File: src/rtl/grid_rr_scheduler.sv
// grid_rr_scheduler
//   A ROWS x COLS grid of requester cells feeding one shared output with a
//   round-robin grant. Each cell latches one payload and holds it pending until
//   the shared output transfers it. A request that arrives while its cell is
//   still pending is discarded and reported on drop.
//
// Ports
//   clk        in   sole clock, rising edge
//   rst        in   asynchronous active-high reset
//   req        in   [N]     per-cell request strobe, bit k = i*COLS+j
//   req_data   in   [N*DW]  per-cell payload, slice k at [k*DW +: DW]
//   out_valid  out  shared output holds a granted payload
//   out_ready  in   consumer accepts the payload
//   out_data   out  [DW]    granted payload
//   out_idx    out  [IW]    flat index of the granted cell
//   drop       out  one-cycle pulse when any request was discarded
//   grant_cnt  out  [8]     completed transfers, wraps 255 -> 0
//
// Build option
//   GRID_RR_SCHEDULER_ASSERT_EN  when defined, compiles immediate assertions
//   on grant/pending consistency. Port behaviour is identical either way.

module grid_rr_scheduler #(
    parameter int ROWS = 2,
    parameter int COLS = 2,
    parameter int DW   = 8,
    localparam int N   = ROWS * COLS,
    localparam int IW  = (N > 1) ? $clog2(N) : 1
) (
    input  logic            clk,
    input  logic            rst,
    input  logic [N-1:0]    req,
    input  logic [N*DW-1:0] req_data,
    output logic            out_valid,
    input  logic            out_ready,
    output logic [DW-1:0]   out_data,
    output logic [IW-1:0]   out_idx,
    output logic            drop,
    output logic [7:0]      grant_cnt
);

    typedef enum logic {IDLE, GRANT} state_t;

    state_t          state;
    logic [IW-1:0]   ptr;
    logic [N-1:0]    pend_vec;
    logic [DW-1:0]   cell_data [N];
    logic [N-1:0]    done;
    logic            complete;
    logic            sel_found;
    logic [IW-1:0]   sel_idx;

    assign complete = (state == GRANT) && out_ready;

    // One-hot release of the cell whose payload is leaving this cycle.
    always_comb begin
        done = '0;
        for (int k = 0; k < N; k++) begin
            done[k] = complete && (out_idx == IW'(k));
        end
    end

    // Per-cell storage. A completing cell may re-latch in the same cycle,
    // which keeps it pending without counting as a discard.
    for (genvar i = 0; i < ROWS; i++) begin : row
        for (genvar j = 0; j < COLS; j++) begin : col
            localparam int K = i * COLS + j;
            logic          pending;
            logic [DW-1:0] data;

            always_ff @(posedge clk or posedge rst) begin
                if (rst) begin
                    pending <= 1'b0;
                    data    <= '0;
                end else if (req[K] && (!pending || done[K])) begin
                    pending <= 1'b1;
                    data    <= req_data[K*DW +: DW];
                end else if (done[K]) begin
                    pending <= 1'b0;
                end
            end

            assign pend_vec[K]  = pending;
            assign cell_data[K] = data;
        end
    end

    // Round-robin pick: first pending cell at or after ptr, wrapping.
    always_comb begin
        int k;
        k         = 0;
        sel_found = 1'b0;
        sel_idx   = '0;
        for (int o = 0; o < N; o++) begin
            k = int'(ptr) + o;
            if (k >= N) begin
                k = k - N;
            end
            if (!sel_found && pend_vec[IW'(k)]) begin
                sel_found = 1'b1;
                sel_idx   = IW'(k);
            end
        end
    end

    // Grant FSM with registered outputs. Leaving GRANT always passes through
    // IDLE for at least one cycle, so a new pick sees the updated ptr.
    always_ff @(posedge clk or posedge rst) begin
        if (rst) begin
            state     <= IDLE;
            ptr       <= '0;
            out_valid <= 1'b0;
            out_data  <= '0;
            out_idx   <= '0;
            grant_cnt <= '0;
            drop      <= 1'b0;
        end else begin
            drop <= |(req & pend_vec & ~done);
            case (state)
                IDLE: begin
                    if (sel_found) begin
                        out_idx   <= sel_idx;
                        out_data  <= cell_data[sel_idx];
                        out_valid <= 1'b1;
                        state     <= GRANT;
                    end
                end
                GRANT: begin
                    if (out_ready) begin
                        if (out_idx == IW'(N - 1)) begin
                            ptr <= '0;
                        end else begin
                            ptr <= out_idx + 1'b1;
                        end
                        grant_cnt <= grant_cnt + 8'd1;
                        out_valid <= 1'b0;
                        state     <= IDLE;
                    end
                end
                default: begin
                    out_valid <= 1'b0;
                    state     <= IDLE;
                end
            endcase
        end
    end

`ifdef GRID_RR_SCHEDULER_ASSERT_EN
    // The granted cell must stay pending for the whole grant.
    for (genvar i = 0; i < ROWS; i++) begin : chk_row
        for (genvar j = 0; j < COLS; j++) begin : chk_col
            always @* begin
                if (!rst && out_valid && (out_idx == IW'(i * COLS + j))) begin
                    assert (row[i].col[j].pending)
                        else $error("granted cell %0d not pending", i * COLS + j);
                end
            end
        end
    end

    always @* begin
        if (!rst) begin
            assert ($onehot0(done))
                else $error("more than one cell released");
            assert (out_valid == (state == GRANT))
                else $error("out_valid disagrees with grant state");
            assert (int'(ptr) < N)
                else $error("ptr out of range");
        end
    end
`endif

endmodule

File: config.mk
export PLATFORM = sky130hd
export DESIGN_NAME = grid_rr_scheduler
export DESIGN_NICKNAME = d
export VERILOG_FILES = /design/src/rtl/grid_rr_scheduler.sv
export SDC_FILE = /design/constraint.sdc
export NUM_CORES = 1
export LEC_CHECK = 0
export ABC_CLOCK_PERIOD_IN_PS = 2400
export BUFFER_PORTS_ARGS = -buffer_cell sky130_fd_sc_hd__buf_4
export CAP_MARGIN = 5
export CORE_MARGIN = 4
export CORE_UTILIZATION = 35
export CTS_CLUSTER_DIAMETER = 60
export DETAILED_ROUTE_END_ITERATION = 10
export PLACE_DENSITY = 0.53
export SLEW_MARGIN = 20
export SYNTH_ARGS = -nofsm -noshare
export SYNTH_HDL_FRONTEND = slang
export SYNTH_SLANG_ARGS = --single-unit
File: constraint.sdc
create_clock -name clk -period 2.4 [get_ports clk]
set_input_delay 0.24 -clock clk [delete_from_list [all_inputs] [get_ports clk]]
set_output_delay 0.24 -clock clk [all_outputs]
set_load 0.02 [all_outputs]
Yosys cells after proc, flatten, opt, wreduce, memory -nomap -nowiden. Index checks and enable logic that the tools add are counted.

Add/subtract/negate cells: 9. Order comparisons: 9. Equality and inequality tests: 5. Mux-type cells: 42. Bitwise operators: 5. Reduce and logical (&&, ||, !) cells: 32.

Operators by type and width (count): $mux W1 (24); $mux W2 (9); $bmux W8 S2 (1); $lt A2 B4 Y1 const B (4); $mux W8 (2); $ge A3 B3 Y1 const B (4); $logic_and A1 B1 Y1 (12); $add A8 B1 Y8 const B (1); $and A4 B4 Y4 (2); $bmux W1 S2 (4); $reduce_bool A2 Y1 (4); $sub A2 B1 Y2 const B (4); $logic_not A1 Y1 (7); $add A2 B2 Y3 const B (2); $reduce_and A2 Y1 (3); $eq A2 B2 Y1 const B (2); $logic_or A1 B1 Y1 (4); $ne A2 B2 Y1 const B (2); $not A4 Y4 (1); $pmux W1 S2 (2); $reduce_or A4 Y1 (1); $add A2 B1 Y3 const B (1); $ge A2 B3 Y1 const B (1); $not A2 Y3 (1); 4 further kinds (4).

Register bits after elaboration: 59. Bits of input ports: 39. Output and inout bits: 20. Logic and storage cells: 117.

Depth between registers and ports, before layout.
Depth after elaboration: 19. Gate-level depth with buffers: 7. Mapped depth without buffers: 6.

Worst setup path before layout. No wires, ideal clock.

Kind: flip-flop to flip-flop. From: register out_idx[0]. To: register row[0].col[0].data[0]. Arrival time: 1483 ps. Path slack: 792 ps. Cell stages (with the launch flop): 8. Path buffers: 1. Period minus slack after synthesis: 1608 ps. Cells stage by stage: dfrtp_1 > inv_1 > ha_1 > nand2_1 > nand2_1 > and2_1 > buf_2 > mux2_2.

Word-level cells in the longest chain between the ends: 4.

Ends and longest elaborated chain: start, declared (line 37) `output logic [IW-1:0] out_idx,`; start signal, assigned (line 122) `out_idx <= sel_idx;`; $logic_not A2 Y1 (line 59) `done[k] = complete && (out_idx == IW'(k));`; $logic_and A1 B1 Y1 (line 59); $logic_or A1 B1 Y1 (line 75) `end else if (req[K] && (!pending || done[K])) begin`; $logic_and A1 B1 Y1 (line 75); end signal, assigned (line 77) `data <= req_data[K*DW +: DW];`; end, declared (line 69) `logic [DW-1:0] data;`.

No other way between the ends. A chain may end at the register's enable or synchronous reset.

Worst setup path after layout.
From: register out_idx[1]. To: register row[0].col[1].data[2].

Word-level cells in the longest chain between the ends: 4.

Ends and longest elaborated chain (line): $eq A2 B1 Y1 (59); $logic_and A1 B1 Y1 (59); $logic_or A1 B1 Y1 (75); $logic_and A1 B1 Y1 (75); end signal, assigned (77); end, declared (69).

No other way between the ends.

==> reports/metrics.csv <==
stage;metric;value;unit
clocking;Worst-path clk slew;60;ps
setup_path;register-to-register setup slack;640;ps
clocking;cts bufs inserted;9;
synth;Post-synth EDFFs;0;
finish;share of layout cells above drive strength 1;0.408;
setup_path;required time worst endpoint;2610;ps
setup_path;Reg2Reg Depth;6;
die;Die Footprint;8940;µm²
synth;most common cell in the netlist;dfrtp_1;
clocking;CTS tree;built;
power_and_ir_drop;Switch Pwr;1.41;mW
synth;syn_area_per_cell;12.5;µm²
power_and_ir_drop;Combinational Power Share;0.359;
setup_path;Max FO, Critical Path;8;
sta;final setup violation count;0;
synth;Yosys top cell by area;dfrtp_1;
global_route;first-pass GRT wire length;9280;µm
sta;RSZ-0062 raised after global routing;false;
route;Vias;1751;
clocking;setup bufs post-CTS;0;
power_and_ir_drop;Static Leak;1.59;nW
sta;period utilization;0.735;
global_route;global route overflow;0;
die;Die H;94.6;µm
synth;async set or reset register ratio after synthesis;1.00;
placed_design;IO Port Bufs;58;
sta;final hold violations;0;
die;die width;94.6;µm
clocking;Max Root-Sink Buffers;2;
synth;top cell type's share of synthesized area;0.563;
synth;ys flop type;dfrtp_1;
power_and_ir_drop;Int Pwr;2.73;mW
clocking;CTS sink cnt;59;
setup_path;reg2reg end;row[0].col[1].data[2]$_DFFE_PP0P_;
clocking;# hold bufs at CTS;0;
die;Core Region;7250;µm²
clocking;CTS root buf;clkbuf_8;
setup_path;CP Class;reg2reg;
global_route;initial antenna violation count;0;
sta;fmax;567;MHz
placed_design;GP Congestion;0.764;
setup_path;CP max stage delay;430;ps
sta;skew final;7.72;ps
placed_design;Placement Cell Area;3140;µm²
sta;WHS;97.9;ps
finish;final net count;317;
synth;synth warn;0;
placed_design;pre-CTS setup slack;617;ps
synth;Synth Cell Area;2620;µm²
setup_path;CP Launch Type;flip-flop;
setup_path;most used cell, CP;nand2_1;
route;routed len/inst;14.9;µm
synth;Post-Syn Instances;209;
setup_path;slowest cell on the critical path;and2_1;
route;DRT antenna net count;0;
route;Post-route DRC;0;
placed_design;dpl hpwl;4120;µm
power_and_ir_drop;sw frac;0.341;
die;Std-Cell Rows;31;
finish;fillcell total;703;
sta;Slew Limit Fails;0;
setup_path;Worst EP arrival;1980;ps
synth;distinct cell type count after synthesis;30;
sta;setup ws final;636;ps
global_route;largest net degree at the start of global routing;60;
synth;top post-synthesis cells by count;dfrtp_1 (59), mux2_2 (32), nand2_1 (29);
power_and_ir_drop;Clk pwr share;0.220;
setup_path;RR Startpoint;out_idx[1]$_DFFE_PP0P_;
die;Initial Util;0.362;
clocking;Clock H-tree levels;3;
setup_path;Worst Path Buf+Inv;1;
sta;post-layout minimum cycle time;1760;ps
route;starting DRC count in detailed routing;74;
synth;flops & latches, synth;59;
synth;register area share after synthesis;0.563;
finish;Final Cell Area;3340;µm²
synth;syn_nets;253;
setup_path;CP cell instances;inv_1 -> ha_1 -> nand2_1 -> nand2_1 -> and2_1 -> mux2_2;
global_route;number of global-route vias before repair;1831;
finish;Syn-to-layout area delta;27.4;%
route;Pre-Repair DR Iteration Count;5;
sta;relative slew slack;0.504;
global_route;global-route usage over all layers;0.140;
die;IO Count;59;
route;Via-to-Cell Ratio;4.66;
clocking;Clock Latency Late Sink;330;ps
sta;slew at the pin closest to its max-slew limit;744;ps
synth;Synth area leaders;dfrtp_1 (56%), mux2_2 (14%), mux2i_1 (6.1%), nand2_1 (4.2%), o221ai_1 (2.7%);
finish;n_diodes;0;
setup_path;cell family with the largest share of critical-path delay;simple AND/OR/NAND/NOR gates;
job;MaxCap Viol Count;0;
outcome;status;complete, no violations;
min_path;Min-Delay Path Class;in2async;
sta;setup TNS;0;ps
power_and_ir_drop;Flop pwr share;0.421;
setup_path;Worst setup EP type;flip-flop;
route;DRT Wirelength;5590;µm
power_and_ir_drop;P per Cell Area;1240;nW/µm²
power_and_ir_drop;Worst VDD drop;0.000375;V
clocking;post_cts resized;0;
power by group through the flow:
stage               logic [mW]  registers [mW]  clock network (mW)
global route              1.64            1.80               0.989
global placement          1.47            1.77                   0
finish                    1.48            1.74               0.911
detailed placement        1.51            1.75                   0
floorplan                0.978            1.82                   0
CTS                       1.51            1.75               0.944
cells in the final DEF, fill, tap and decap left out, drive strengths merged:
cell / count
nand2b: 4
clkinvlp: 2
o31ai: 1
o221a: 1
bufinv: 1
xor2: 2
nor3: 1
nand4: 3
nor4: 1
and2: 5
dfrtp: 59
ha: 5
nor2b: 2
or2: 2
buf: 62
clkinv: 1
o22ai: 2
o221ai: 8
mux2i: 16
a21o: 1
nand2: 29
xnor2: 5
nor2: 6
clkbuf: 11
a21oi: 2
o21ai: 2
mux2: 32
inv: 6
nand3: 5
per-stage QoR:
step | utilization | std cells | power (mW)
finish | 0.461 | 376 | 4.13
global route | 0.461 | 376 | 4.44
CTS | 0.461 | 376 | 4.20
detailed placement | 0.433 | 361 | 3.26
global placement | 0.433 | 361 | 3.23
floorplan | - | 209 | 2.80
state kept, by name, summed over array words and instances, names as in the netlist:
register / cells
state: 1
ptr: 2
drop: 1
row.col.data: 32
grant_cnt: 8
row.col.pending: 4
out_data: 8
out_valid: 1
out_idx: 2
routing by layer:
layer / wire [µm] / vias up / track usage
met5: 0 / - / 0
met4: 92 / 0 / 0.0649
met3: 349 / 7 / 0.0454
met2: 2400 / 53 / 0.194
met1: 2750 / 832 / 0.197
li1: - / 859 / -
tightest hold or removal path: cells and delay by family:
kind / cells / cell delay, ps
buffers and inverters: 3 / 700
how the worst max path moves through the flow:
| stage | to | depth (start not counted) | slack [ps] | start |
|---|---|---|---|---|
| after CTS | row[0].col[1].data[2]$_DFFE_PP0P_ | 6 | 590 | out_idx[1]$_DFFE_PP0P_ |
| after detailed placement | row[1].col[0].data[2]$_DFFE_PP0P_ | 6 | 620 | out_idx[0]$_DFFE_PP0P_ |
| after global placement | out_data[7]$_DFFE_PP0P_ | 4 | 610 | row[1].col[1].pending$_DFFE_PP0P_ |
| final | row[0].col[1].data[2]$_DFFE_PP0P_ | 6 | 640 | out_idx[1]$_DFFE_PP0P_ |
| after global routing | out_data[2]$_DFFE_PP0P_ | 4 | 460 | row[1].col[1].pending$_DFFE_PP0P_ |
| after floorplan | drop$_DFF_PP0_ | 1 | 700 | rst |
layout make-up:
class,count,area (µm²),share of cell area
Inverter,6,22.5,0.00674
Sequential cell,59,1480,0.442
Multi-Input combinational cell,135,1050,0.315
Tap cell,99,124,0.0371
Clock inverter,4,50.0,0.0150
Timing Repair Buffer,62,465,0.139
Clock buffer,11,151,0.0453
cells by family after synthesis:
kind of cell               share of synthesized area
xor gates and xnor gates                      0.0234
muxes                                          0.198
adders and majority gates                     0.0239
and+or+nand+nor                                0.104
DFF                                            0.563
buffers and inverters                         0.0358
AOI/OAI and AO/OA                             0.0515
Power figures use the tool's default switching activity.
